===== config.mk =====
export PLATFORM = sky130hd
export DESIGN_NAME = requant_shifter
export DESIGN_NICKNAME = d
export VERILOG_FILES = /design/src/rtl/requant_shifter.sv
export SDC_FILE = /design/constraint.sdc
export NUM_CORES = 1
export LEC_CHECK = 0
export ABC_AREA = 1
export CORE_MARGIN = 2
export CORE_UTILIZATION = 55
export DETAILED_ROUTE_END_ITERATION = 10
export DONT_BUFFER_PORTS = 1
export PLACE_DENSITY = 0.7
export SETUP_SLACK_MARGIN = 0.5
export SLEW_MARGIN = 15
export SYNTH_ARGS = -nofsm -noshare
export SYNTH_HDL_FRONTEND = slang
export SYNTH_SLANG_ARGS = --single-unit
export TNS_END_PERCENT = 100

===== constraint.sdc =====
create_clock -name i_clk -period 4 [get_ports i_clk]
set_input_delay 0.8 -clock i_clk [delete_from_list [all_inputs] [get_ports i_clk]]
set_output_delay 0.8 -clock i_clk [all_outputs]
set_load 0.01 [all_outputs]

===== src/rtl/requant_shifter.sv =====
// requant_shifter: narrows a wide signed fixed-point value back to OUT_WIDTH bits.
// Stage 1 undoes the alignment shift (left shift into a widened word); stage 2
// rounds half-up, drops TAIL_BIT fraction bits and saturates. Clipped output
// transfers are counted in a sticky, clearable saturation counter.
module requant_shifter #(
  parameter int unsigned IN_WIDTH   = 15,
  parameter int unsigned IN_S_WIDTH = 3,
  parameter int unsigned OUT_WIDTH  = 10,
  parameter int unsigned TAIL_BIT   = 5,
  parameter int unsigned CNT_WIDTH  = 16
) (
  input  logic                  i_clk,
  input  logic                  i_rst,
  input  logic                  i_valid,
  output logic                  o_ready,
  input  logic [IN_WIDTH-1:0]   i_data,
  input  logic [IN_S_WIDTH-1:0] i_shift_value,
  output logic                  o_valid,
  input  logic                  i_ready,
  output logic [OUT_WIDTH-1:0]  o_data,
  output logic                  o_sat,
  output logic [CNT_WIDTH-1:0]  o_sat_count,
  input  logic                  i_clear_count
);

  // Widened word holds the input shifted by the largest legal amount without overflow.
  localparam int unsigned WW = IN_WIDTH + (1 << IN_S_WIDTH);
  // One extra bit so the rounding increment can never overflow.
  localparam int unsigned RW = WW + 1;

  localparam logic signed [RW-1:0] RndInc =
      (TAIL_BIT == 0) ? '0 : (RW'(1) << ((TAIL_BIT == 0) ? 0 : TAIL_BIT - 1));
  localparam logic signed [RW-1:0] MaxPos = RW'((1 << (OUT_WIDTH - 1)) - 1);
  localparam logic signed [RW-1:0] MinNeg = ~MaxPos;
  localparam logic [OUT_WIDTH-1:0] OutMax = {1'b0, {(OUT_WIDTH - 1){1'b1}}};
  localparam logic [OUT_WIDTH-1:0] OutMin = {1'b1, {(OUT_WIDTH - 1){1'b0}}};

  logic                  s1_en, s2_en;
  logic                  s1_valid_q, s1_valid_d;
  logic [WW-1:0]         s1_w_q, s1_w_d;
  logic [WW-1:0]         w_ext;
  logic                  o_valid_q, o_valid_d;
  logic [OUT_WIDTH-1:0]  o_data_q, o_data_d;
  logic                  o_sat_q, o_sat_d;
  logic [CNT_WIDTH-1:0]  cnt_q, cnt_d;
  logic signed [RW-1:0]  r_sum, r_val;

  // Pipeline enables: a stage advances when it is empty or its successor advances.
  always_comb begin
    s2_en   = !o_valid_q || i_ready;
    s1_en   = !s1_valid_q || s2_en;
    o_ready = s1_en;
  end

  // Stage 1 next state: sign-extend and undo the alignment shift.
  always_comb begin
    w_ext      = {{(WW - IN_WIDTH){i_data[IN_WIDTH-1]}}, i_data};
    s1_valid_d = s1_valid_q;
    s1_w_d     = s1_w_q;
    if (s1_en) begin
      s1_valid_d = i_valid;
      if (i_valid) begin
        s1_w_d = w_ext << i_shift_value;
      end
    end
  end

  // Round half-up toward +infinity, then drop the fraction bits.
  always_comb begin
    r_sum = $signed({s1_w_q[WW-1], s1_w_q}) + RndInc;
    r_val = r_sum >>> TAIL_BIT;
  end

  // Stage 2 next state: saturate into the narrow range; hold under backpressure.
  always_comb begin
    o_valid_d = o_valid_q;
    o_data_d  = o_data_q;
    o_sat_d   = o_sat_q;
    if (s2_en) begin
      o_valid_d = s1_valid_q;
      if (s1_valid_q) begin
        if (r_val > MaxPos) begin
          o_data_d = OutMax;
          o_sat_d  = 1'b1;
        end else if (r_val < MinNeg) begin
          o_data_d = OutMin;
          o_sat_d  = 1'b1;
        end else begin
          o_data_d = r_val[OUT_WIDTH-1:0];
          o_sat_d  = 1'b0;
        end
      end
    end
  end

  // Saturation counter: clear has priority, increments stick at all-ones.
  always_comb begin
    cnt_d = cnt_q;
    if (i_clear_count) begin
      cnt_d = '0;
    end else if (o_valid_q && i_ready && o_sat_q && (cnt_q != '1)) begin
      cnt_d = cnt_q + 1'b1;
    end
  end

  // State registers; reset drops every in-flight beat.
  always_ff @(posedge i_clk or posedge i_rst) begin
    if (i_rst) begin
      s1_valid_q <= 1'b0;
      s1_w_q     <= '0;
      o_valid_q  <= 1'b0;
      o_data_q   <= '0;
      o_sat_q    <= 1'b0;
      cnt_q      <= '0;
    end else begin
      s1_valid_q <= s1_valid_d;
      s1_w_q     <= s1_w_d;
      o_valid_q  <= o_valid_d;
      o_data_q   <= o_data_d;
      o_sat_q    <= o_sat_d;
      cnt_q      <= cnt_d;
    end
  end

  assign o_valid     = o_valid_q;
  assign o_data      = o_data_q;
  assign o_sat       = o_sat_q;
  assign o_sat_count = cnt_q;

endmodule


==> impl_metrics.tcl, run 1 <==
set metrics [dict create \
    status "finished, final reports clean" \
    synth.area.mux_share_pct 1.66 \
    place_hpwl_um 5490 \
    port_buffers 0 \
    gp_congestion 0.893 \
    synthAdderAreaFrac_pct 0.828 \
    wl_um 7060 \
    max_cap_violations 0 \
    area_growth_pct 4.64 \
    ff_latch_area_sq_mm 0.00118 \
    synth.avg_cell_area_sq_um 6.95 \
    crit_path_end_kind "register" \
    vdd_drop_max_mv 0.270 \
    post_cts_resized 0 \
    die_w_um 78.1 \
    required_ps 4190 \
    finalCriticalPeriod_ps 2150 \
    slew_headroom_pct 37.5 \
    n_antenna_cell 0 \
    ys_types 34 \
    ys_top_cells_by_count "nand2_1 (114), nor2_1 (58), inv_1 (51)" \
    finClkSkew_ps 8.53 \
    synth.most_common_cell "nand2_1" \
    worstSetupPathType "reg -> reg" \
    syn_area_sq_mm 0.00302 \
    synth.top_cell.area_share_pct 38.9 \
    antenna_found_initial 0 \
    synth_top_area_cell "dfrtp_1" \
    ant_nets 0 \
    worstMarginPinSlew_ps 936 \
    yosys-top-cells-area "dfrtp_1 (39%), nand2_1 (14%), nor2_1 (7.2%)" \
    rsz0062_at_grt "false" \
    rows 26 \
    clkSinkCount 47 \
    post_dp_cell_area_sq_mm 0.00308 \
    finalSetupTns_ps 0 \
    nets 459 \
    fin_area_sq_mm 0.00316 \
    drt-pass1-iter-count 5 \
    worstPathArrival_ps 2330 \
    synth_edf_count 0 \
    wl_per_cell_um 14.0 \
    drt_iter0_drc 115 \
    min_path_type "in -> reg" \
    synth_flop_cell "dfrtp_1" \
    htree_levels 2 \
    final_layout_size_suffix_gt1_share_pct 5.06 \
    worstPathMaxFanout 10 \
    yosys_warnings 0 \
    ctsHoldBuffers 0 \
    die_area_sq_mm 0.00610 \
    track_usage_pct 25.0 \
    grt_pass1_vias 2669 \
    clk-insertion-delay-late_ps 300 \
    cts_made_buffers 5 \
    drv_slew 0 \
    setup_viol 0 \
    grt_pass1_wl_um 12300 \
    leakagePower_nw 1.41 \
    synth-xor-area-share_pct 3.19 \
    syn_nets 460 \
    grt_overflow 0 \
    totalPowerFinal_mw 1.21 \
    clk_pin_slew_worst_paths_ps 90 \
    ctsLongestPathBuffers 2 \
    multi_input_comb_area_sq_mm 0.00162 \
    final_util_pct 60.7 \
    synth_top_family_by_area "simple AND/OR/NAND/NOR gates" \
    root_buffer "clkbuf_8" \
    drc 0 \
    core_area_sq_mm 0.00520 \
    async_flop_share_pct 100 \
    hold_ws_ps 557 \
    cts_tree "yes" \
    yosys.area_share.simple_pct 33.0 \
    syn_inst 435 \
    post-route-period-util_pct 53.7 \
    cts_setup_buffers 0 \
    vias_per_cell 5.57 \
    p_per_area_mw_per_mm2 384 \
    fp.dieH_um 78.1 \
    ios 52 \
    cp-start-kind "register" \
    vias 2814 \
    initial_core_util_pct 58.1 \
    max_clock_freq_mhz 466 \
    num-fill-cells 504 \
    synth-compound-area-share_pct 14.8 \
    grt_max_degree 48 \
    finalHoldViolCount 0 \
    yosysSeqAreaShare_pct 38.9 \
    synth_seq_cells 47 \
]
## critical path, cell delays in order (launching register included)
cell,delay (ps)
dfrtp_1,460
ha_1,230
nand2_1,80
nor3_1,430
nand4_1,170
nand2_2,220
nor2_1,110
nand2_2,100
inv_1,60
a21oi_1,110
nor2_1,50
## logic make-up (layout without fill, tap and decap cells)
family	Yosys count	after routing
simple gates	232	232
compound gates	77	77
buf+inv	61	61
flops	47	47
xor+xnor	11	11
mux	5	5
fa+ha+maj	2	2
## per-stage QoR
step	setup slack, ps	std cells
final	1850	505
after global placement	1640	497
after detailed placement	1570	497
after floorplan	2020	435
after global routing	1590	505
after CTS	1870	505
## per-layer routing
metal / share of wire (%) / routed length (um) / global-route usage (%)
met4: 0.85 / 60 / 5.26
met1: 47 / 3280 / 33.2
met2: 47 / 3310 / 41.5
met5: 0 / 0 / 0
met3: 5.7 / 401 / 6.55
## state kept, by name, indices dropped and copies added (netlist names)
| name | cells |
|---|---|
| o_sat | 1 |
| o_sat_count | 16 |
| o_data | 10 |
| s1_valid_q | 1 |
| o_valid | 1 |
| s1_w_q | 18 |
## worst paths after layout
check | from | slack (ps) | cells after the start | to
min | i_clear_count | 560 | 1 | o_sat_count[9]
max reg2reg | o_sat_count[1] | 1850 | 10 | o_sat_count[7]
min reg2reg | o_data[9] | 580 | 2 | o_data[9]
max in group asynchronous | i_rst | 2830 | 1 | o_sat
min in group asynchronous | i_rst | 580 | 1 | o_sat_count[2]
max | o_sat_count[1] | 1850 | 10 | o_sat_count[7]
## power by group
group          internal, mW  switching (mW)  leakage (nW)
Clock                 0.120           0.163        0.0477
Sequential            0.545          0.0943         0.566
Combinational        0.0989           0.192         0.796
Total                 0.764           0.449          1.41
## layout make-up
class	count	area share, %
Clock buffer	5	2.18
Inverter	53	6.29
Sequential cell	47	37.2
Tap cell	70	2.77
Clock inverter	3	0.475
Multi-Input combinational cell	327	51.1
## cell usage in the layout, fill, tap and decap left out, types with 8 or more instances in the layout
cell type and count:
a21oi_1 24, dfrtp_1 47, inv_1 50, nand2_1 114, nand3_1 26, nand4_1 13, nor2_1 58, o21ai_0 31
xor2_1 8
No activity file was read; power rests on OpenSTA's default activity.
==> run 2, diff against run 1 <==
Settings changed: PLACE_DENSITY 0.7 to 0.73.
Clock period 4 ns to 1.8 ns, I/O delays scaled along.
==> run 2 against run 1 <==
The run now ends with negative setup slack left; power rose to 2.7 times the previous value; combinational power rose to 3.8 times the previous value; sequential power rose by 120%; global-route usage rose by 2.4 points; non-clock buffer count rose by 58; first-iteration DRC count rose by 140%; hold slack got worse by 460 ps; worst setup slack got worse by 2000 ps; cell count rose by 12%; largest cell class unchanged.
==> impl_metrics.tcl, run 2 (same netlist as run 1, synthesis figures left out) <==
set metrics [dict create \
    status "complete, but fails checks" \
    fp.dieH_um 78.1 \
    finalSetupTns_ps -845 \
    vdd_drop_max_mv 0.478 \
    worstSetupPathType "reg -> reg" \
    wl_um 9110 \
    root_buffer "clkbuf_8" \
    worstMarginPinSlew_ps 728 \
    clk_pin_slew_worst_paths_ps 100 \
    reg2reg_depth 10 \
    drv_slew 0 \
    clkSinkCount 47 \
    area_growth_pct 36.4 \
    worstPathMaxFanout 5 \
    fin_area_sq_mm 0.00412 \
    max_cap_violations 0 \
    core_area_sq_mm 0.00520 \
    r2r_slack_ps -100 \
    grt_pass1_vias 3029 \
    cp-start-kind "register" \
    vias_per_cell 5.83 \
    post_dp_cell_area_sq_mm 0.00343 \
    die_w_um 78.1 \
    cpPeakStageDelay_ps 410 \
    drt-pass1-iter-count 5 \
    final_common_cell "nand2_1" \
    vias 3292 \
    holdPathEnd "o_sat_count[9]" \
    timing.rr.start "s1_w_q[4]" \
    num-fill-cells 373 \
    ios 52 \
    ant_nets 0 \
    p_switching_mw 1.24 \
    n_antenna_cell 0 \
    fin_cells 565 \
    grt_max_degree 22 \
    worstPathArrival_ps 2090 \
    finClkSkew_ps 16.8 \
    rows 26 \
    place_hpwl_um 6110 \
    holdPathStages 1 \
    finalCriticalPeriod_ps 1900 \
    cts_made_buffers 5 \
    setup_viol 10 \
    seqPwrFrac_pct 42.8 \
    wl_per_cell_um 16.1 \
    drt_iter0_drc 275 \
    die_area_sq_mm 0.00610 \
    drc 0 \
    cpMostUsedCell "nand3_2" \
    track_usage_pct 27.4 \
    leakagePower_nw 1.78 \
    final_cell_mix "nand2_1 (102), buf_4 (48), inv_1 (44), nor2_1 (43), dfrtp_1 (43)" \
    p_per_area_mw_per_mm2 807 \
    slew_headroom_pct 51.4 \
    required_ps 1980 \
    grt_pass1_wl_um 13500 \
    rsz0062_at_grt "true" \
    antenna_found_initial 0 \
    dpl.cell_count 528 \
    ctsLongestPathBuffers 2 \
    top_register "s1_w_q" \
    clk-insertion-delay-late_ps 310 \
    pwr-share-clk_pct 24.0 \
    nets 519 \
    largest_register_ffs 18 \
    min_path_type "in -> reg" \
    finalHoldViolCount 0 \
    max_clock_freq_mhz 525 \
    slowest_stage "dfrtp_1" \
    path_cells "ha_4, nand2_4, nor2_4, nand3_2, o21ai_1, nand2_1, nor2_2, nand3_2, a21oi_4, a21oi_1" \
    cts_tree "yes" \
    post-route-period-util_pct 106 \
    gp_congestion 0.921 \
    initial_core_util_pct 58.1 \
    totalPowerFinal_mw 3.33 \
    port_buffers 0 \
    crit_path_end_kind "register" \
    htree_levels 2 \
    p_int_mw 2.09 \
    p_comb_share_pct 33.2 \
    worst_slack_ps -105 \
    hold_start "i_clear_count" \
    grt_overflow 0 \
    final_layout_size_suffix_gt1_share_pct 32.9 \
    violations "negative setup slack" \
    switching_share_pct 37.2 \
    r2r_end "o_data[4]" \
]
[run 2: cell type report]
cell class / instances / area, sq um / area share [%]
flip-flops and latches: 47 / 1180 / 28.7
multi-input cells: 329 / 2050 / 49.7
well taps: 70 / 87.6 / 2.13
clock buffers: 6 / 72.6 / 1.76
repair buffers: 58 / 480 / 11.7
inverters: 53 / 215 / 5.22
clock inverters: 2 / 37.5 / 0.911
[run 2: repair_timing]
item	in CTS	in global routing
endpoints found under the hold margin	19	0
pin swaps	13	37
endpoints found under the setup margin	44	45
gates cloned	1	1
setup buffers	11	15
hold buffers	1	0
gates resized for setup	31	60
[run 2: worst max-delay path: cells and delay by family (launching register included)]
family | cells | cell delay, ps
and+or+nand+nor | 6 | 690
AOI/OAI and AO/OA | 3 | 500
DFF | 1 | 410
adders and majority gates | 1 | 180
[run 2: power by group through the flow]
stage          clock, mW  combinational (mW)  sequential (mW)
2_1_floorplan          0               0.572             1.39
3_3_place_gp           0               0.775             1.42
3_5_place_dp           0               0.791             1.43
4_1_cts            0.792               0.873             1.41
5_1_grt            0.845                1.21             1.44
6_report           0.800                1.10             1.42
[run 2: metal layers]
metal | up-vias | global-route usage (%) | wire [um] | share of wire, %
met2 | 164 | 44.6 | 4410 | 48
met3 | 22 | 6.67 | 723 | 7.9
met4 | 0 | 8.07 | 138 | 1.5
met1 | 1548 | 36.4 | 3840 | 42
li1 | 1558 | - | - | -
met5 | - | 0 | 0 | 0
[run 2: worst max-delay path by stage]
stage                           from         to  slack [ps]  cells after the start
final                      s1_w_q[4]  o_data[4]        -100                     10
after global routing       s1_w_q[5]  o_data[5]        -260                     14
after CTS                  s1_w_q[5]  o_data[4]         -40                     10
after detailed placement   s1_w_q[6]  o_data[3]        -110                      9
after global placement    s1_w_q[13]  o_data[7]         -50                      9
after floorplan            s1_w_q[4]  o_data[0]          40                     10
[run 2: stage by stage]
stage	setup WS, ps	utilization, %	hold slack, ps
after floorplan	43.5	-	383
after global placement	-45.9	65.8	262
after detailed placement	-105	65.8	267
after CTS	-40.5	71.9	104
after global routing	-264	79.2	88.4
final	-105	79.2	101
